$ cat config.mk
export PLATFORM = sky130hd
export DESIGN_NAME = systolic_feeder
export DESIGN_NICKNAME = d
export VERILOG_FILES = /design/src/rtl/systolic_feeder.sv
export SDC_FILE = /design/constraint.sdc
export NUM_CORES = 2
export LEC_CHECK = 0
export ABC_AREA = 1
export CAP_MARGIN = 25
export CORE_MARGIN = 4
export CORE_UTILIZATION = 55
export DETAILED_ROUTE_END_ITERATION = 12
export PLACE_DENSITY = 0.74
export SLEW_MARGIN = 20
export SYNTH_ARGS = -nofsm -noshare
export SYNTH_HDL_FRONTEND = slang
export SYNTH_SLANG_ARGS = --single-unit
$ cat constraint.sdc
create_clock -name clk -period 14.79 [get_ports clk]
set_input_delay 4.437 -clock clk [delete_from_list [all_inputs] [get_ports clk]]
set_output_delay 4.437 -clock clk [all_outputs]
set_load 0.05 [all_outputs]
$ cat src/rtl/systolic_feeder.sv
// systolic_feeder: row buffer in front of systolic_2.
// Collects a matrix one row at a time, then on go streams it into the
// array lanes x01..x04 with a start pulse on the first row, optionally
// skewing lane k by k-1 cycles. It then holds the lanes at zero while the
// array drains, and pulses done.
module systolic_feeder #(
    parameter int DW    = 32,
    parameter int ROWS  = 10,
    parameter int AW    = 4,
    parameter int SKEW  = 0,
    parameter int FLUSH = 50
) (
    input  logic            clk,
    input  logic            rst,
    input  logic            in_valid,
    output logic            in_ready,
    input  logic [4*DW-1:0] in_row,
    input  logic            in_last,
    input  logic            go,
    output logic            start,
    output logic [DW-1:0]   x01,
    output logic [DW-1:0]   x02,
    output logic [DW-1:0]   x03,
    output logic [DW-1:0]   x04,
    output logic            busy,
    output logic            done
);

    // The stream counter must reach ROWS+3 when skewed, so it gets one extra bit
    localparam int CW = AW + 1;
    localparam int FW = (FLUSH < 1) ? 1 : $clog2(FLUSH + 1);

    localparam logic [CW-1:0] STREAM_EXTRA = (SKEW != 0) ? CW'(3) : '0;
    localparam logic [AW-1:0] ROWS_L       = AW'(ROWS);
    localparam logic [FW-1:0] FLUSH_L      = FW'(FLUSH);

    localparam logic [1:0] LOAD   = 2'd0;
    localparam logic [1:0] LOADED = 2'd1;
    localparam logic [1:0] STREAM = 2'd2;
    localparam logic [1:0] DRAIN  = 2'd3;

    logic [1:0]      state;
    logic [AW-1:0]   n;
    logic [CW-1:0]   cnt;
    logic [FW-1:0]   dcnt;
    logic [4*DW-1:0] mem [ROWS];

    logic            accept;
    logic [CW-1:0]   stream_len;
    logic [CW-1:0]   idx;
    logic [CW-1:0]   off;
    logic [AW-1:0]   row;
    logic [DW-1:0]   lane_next [4];

    assign accept     = in_valid && in_ready && (state == LOAD);
    assign stream_len = {1'b0, n} + STREAM_EXTRA;

    // The go edge presents stream cycle 0; later edges present cycle cnt
    assign idx = (state == STREAM) ? cnt : '0;

    // Choose which buffered row each lane shows on the next stream cycle
    always_comb begin
        off = '0;
        row = '0;
        for (int k = 0; k < 4; k++) begin
            lane_next[k] = '0;
            off = (SKEW != 0) ? CW'(k) : '0;
            if ((idx >= off) && ((idx - off) < {1'b0, n})) begin
                row = AW'(idx - off);
                lane_next[k] = mem[row][k*DW +: DW];
            end
        end
    end

    // Row buffer: plain storage, contents deliberately left unreset
    always_ff @(posedge clk) begin
        if (accept) begin
            mem[n] <= in_row;
        end
    end

    // Load / wait / stream / drain sequencing with fully registered outputs
    always_ff @(posedge clk or negedge rst) begin
        if (!rst) begin
            state    <= LOAD;
            n        <= '0;
            cnt      <= '0;
            dcnt     <= '0;
            in_ready <= 1'b1;
            start    <= 1'b0;
            busy     <= 1'b0;
            done     <= 1'b0;
            x01      <= '0;
            x02      <= '0;
            x03      <= '0;
            x04      <= '0;
        end else begin
            start <= 1'b0;
            done  <= 1'b0;
            case (state)
                LOAD: begin
                    if (accept) begin
                        n <= n + AW'(1);
                        if (in_last || ((n + AW'(1)) == ROWS_L)) begin
                            state    <= LOADED;
                            in_ready <= 1'b0;
                        end
                    end
                end
                LOADED: begin
                    if (go) begin
                        state <= STREAM;
                        busy  <= 1'b1;
                        start <= 1'b1;
                        cnt   <= CW'(1);
                        x01   <= lane_next[0];
                        x02   <= lane_next[1];
                        x03   <= lane_next[2];
                        x04   <= lane_next[3];
                    end
                end
                STREAM: begin
                    if (cnt == stream_len) begin
                        state <= DRAIN;
                        dcnt  <= FW'(1);
                        x01   <= '0;
                        x02   <= '0;
                        x03   <= '0;
                        x04   <= '0;
                    end else begin
                        cnt <= cnt + CW'(1);
                        x01 <= lane_next[0];
                        x02 <= lane_next[1];
                        x03 <= lane_next[2];
                        x04 <= lane_next[3];
                    end
                end
                DRAIN: begin
                    if (dcnt >= FLUSH_L) begin
                        state    <= LOAD;
                        done     <= 1'b1;
                        busy     <= 1'b0;
                        n        <= '0;
                        in_ready <= 1'b1;
                    end else begin
                        dcnt <= dcnt + FW'(1);
                    end
                end
                default: begin
                    state <= LOAD;
                end
            endcase
        end
    end

endmodule

==> flow_summary_export.csv <==
group,metric,value,unit
die,io_pins,265,
logic_synthesis,synth_warnings,0,
sta,finalHoldViolCount,0,
die,die_x,333,µm
routing,drc,0,
setup_path,critPathRequiredTime,15.12,ns
job,cap_violations,0,
layout,area.growth.synth_to_final,13.7,%
layout,finish.instance_area,66000,µm²
logic_synthesis,synth_area,58000,µm²
place,post-place-ws,6.70,ns
routing,vias,38500,
place,post-dp-hpwl,72.5,mm
clock_network,post_cts_resized,0,
layout,nNetsFinal,5181,
setup_path,crit_path_end_kind,"register",
sta,drv_slew,0,
sta,slew_headroom,20.8,%
sta,period_needed,7.39,ns
setup_path,ff2ff_path_depth,12,
routing,wirelength,143,mm
grt,grt_usage,25.3,%
die,core,104000,µm²
sta,timing.final.crit_share,50.0,%
clock_network,cts_buffer_depth,3,
grt,grt_pass1_wl,219,mm
grt,grt-ovfl-total,0,
clock_network,clkLatencyLatePin,0.74,ns
power_and_ir_drop,p_comb_share,27.6,%
clock_network,ctsHtreeMaxLevel,4,
sta,max_clock_freq,0.135,GHz
sta,fin_skew,0.0281,ns
logic_synthesis,ys_types,29,
routing,first_iter_violations,4281,
sta,rsz0062_at_grt,"false",
power_and_ir_drop,seqPwrFrac,41.5,%
place,dpl.cell_count,6266,
place,routabilityCongestion,0.777,
clock_network,hold_buffers,0,
clock_network,cts.sinks,1429,
power_and_ir_drop,internal_power,0.00753,W
layout,final_cell_mix,"nand2_1, edfxtp_1, nand3_1, clkdlybuf4s50_1, clkbuf_16",
die,dieHeight,333,µm
power_and_ir_drop,leakagePower,24.9,nW
routing,routedWlPerCell,21.9,µm
routing,dr.pass1.iters,6,
clock_network,cts-root-buf,"clkbuf_16",
routing,drtAntennaViolNets,0,
clock_network,cts_inserted_buffers,142,
power_and_ir_drop,switching_share,33.9,%
setup_path,cp_max_fo,57,
die,core.rowCount,118,
place,portBuffers,264,
layout,finalNonFillerCells,6542,
sta,setup_viol,0,
routing,detail_route.vias_per_cell,5.88,
grt,grt_pass1_vias,37900,
die,die_area,111000,µm²
setup_path,path_class,"in2reg",
sta,fin_ws,7.40,ns
setup_path,startpoint_type,"input pin",
place,dpl-instance-area,61300,µm²
setup_path,arrival,7.72,ns
power_and_ir_drop,power_density,173,nW/µm²
clock_network,clkTransAtPathRegs,0.05,ns
status,status,"finished, final reports clean",
layout,drive_gt1_share,5.77,%
sta,fin_tns_setup,0,ns
sta,tightest_slew,1.19,ns
grt,grt_start_max_net_pins,219,
hold_path,hp-class,"reg2reg",
clock_network,cts_setup_buffers,0,
clock_network,cts_tree,"built",
logic_synthesis,synth_area_per_cell,11.8,µm²
power_and_ir_drop,ir_drop,144,µV
logic_synthesis,synthCells,4905,
layout,fillCellCount,7679,
hold_path,holdPathStages,2,
grt,antenna_found_initial,16,
die,initial_core_util,55.8,%
power_and_ir_drop,p_sw,0.00386,W
logic_synthesis,ys_ff_latch,1429,
power_and_ir_drop,p_clk_share,30.9,%
logic_synthesis,synth_nets,5053,
logic_synthesis,synth_seq_area_share,72.6,%
layout,layout_commonest_cell,"nand2_1",
## area by class of cell
cell class                      count  area [µm²]  share of cell area (%)
Clock buffer                      195        3960                    6.00
Sequential cell                  1429       42200                    63.9
Tap cell                         1380        1730                    2.62
Multi-Input combinational cell   3093       14100                    21.3
Antenna cell                       15        37.5                  0.0569
Inverter                           39         176                   0.267
Clock inverter                     63         586                   0.888
Timing Repair Buffer              328        3260                    4.95
## cells in the mapped netlist
cell         n  area (µm²)
a21oi_1      2        10.0
o21ai_0     23         115
clkbuf_2     3        15.0
inv_1       35         131
ha_1        15         188
buf_1        1        3.75
nand3_1   1165        5830
buf_2      262        1310
nor2_1      14        52.6
edfxtp_1  1280       38400
nand2_2      1        6.26
dfstp_2      1        26.3
or2_2        4        25.0
xor2_1       4        35.0
xnor2_1      2        17.5
nand2_4      1        11.3
nor2_2       1        6.26
nand4_1      5        31.3
nor3_1      10        50.1
a22o_1     127        1110
dfrtp_1    148        3700
clkbuf_1    44         165
buf_6        8        90.1
nand2_1   1715        6440
a21boi_0     1        7.51
o21ai_1      1        5.00
inv_2        4        15.0
nand3b_1     2        15.0
buf_4       26         195
## state kept, by name, indices dropped and copies added, names as in the netlist
register and flops:
start 1, x01 32, dcnt 6, mem 1280
busy 1, done 1, x02 32, in_ready 1
x03 32, x04 32, cnt 5, n 4
state 2
## final timing paths
kind                           from          end  slack (ns)
setup / recovery           in_valid  mem[5][100]        7.40
hold reg to reg              x04[5]       x04[5]        0.47
hold / removal               x04[5]       x04[5]        0.47
max in group asynchronous       rst       cnt[0]        9.97
setup reg to reg           state[0]       x04[8]       10.35
min in group asynchronous       rst      x02[12]        3.58
## logic make-up after synthesis
| logic type | Yosys count | synth area share, % |
|---|---|---|
| AO/OA/AOI/OAI | 154 | 2.15 |
| XOR/XNOR | 6 | 0.0905 |
| adder cells (fa/ha/maj) | 15 | 0.323 |
| buffers and inverters | 383 | 3.32 |
| flip-flops | 1429 | 72.6 |
| AND/OR/NAND/NOR | 2918 | 21.5 |
## power groups by stage
stage               logic, W  registers (W)  clock network, W
detailed placement   0.00311        0.00481                 0
finish               0.00314        0.00473           0.00352
floorplan            0.00180        0.00524                 0
global route         0.00342        0.00475           0.00373
global placement     0.00306        0.00481                 0
CTS                  0.00313        0.00473           0.00356
## per-layer routing
metal | vias up | global-route usage [%] | share of wire [%]
met3 | 288 | 4.32 | 8.0
met1 | 18900 | 33.6 | 40
met2 | 1715 | 42.6 | 49
li1 | 17600 | - | -
met5 | - | 0 | 0.038
met4 | 8 | 9.20 | 2.9
## critical path: stages
cell and delay [ns]:
clkdlybuf4s50_1 0.47, nand3_1 0.45, nor3_2 0.78, buf_4 0.60, buf_4 0.90
## metrics by stage
step / total power (W) / utilization (%) / hold slack, ns
after floorplan: 0.00704 / - / 0.491
after global placement: 0.00787 / 58.9 / 0.463
after detailed placement: 0.00792 / 58.9 / 0.464
after CTS: 0.0114 / 63.3 / 0.480
after global routing: 0.0119 / 63.4 / 0.496
final: 0.0114 / 63.4 / 0.474
Note: power is estimated with default switching activity, not from simulation.
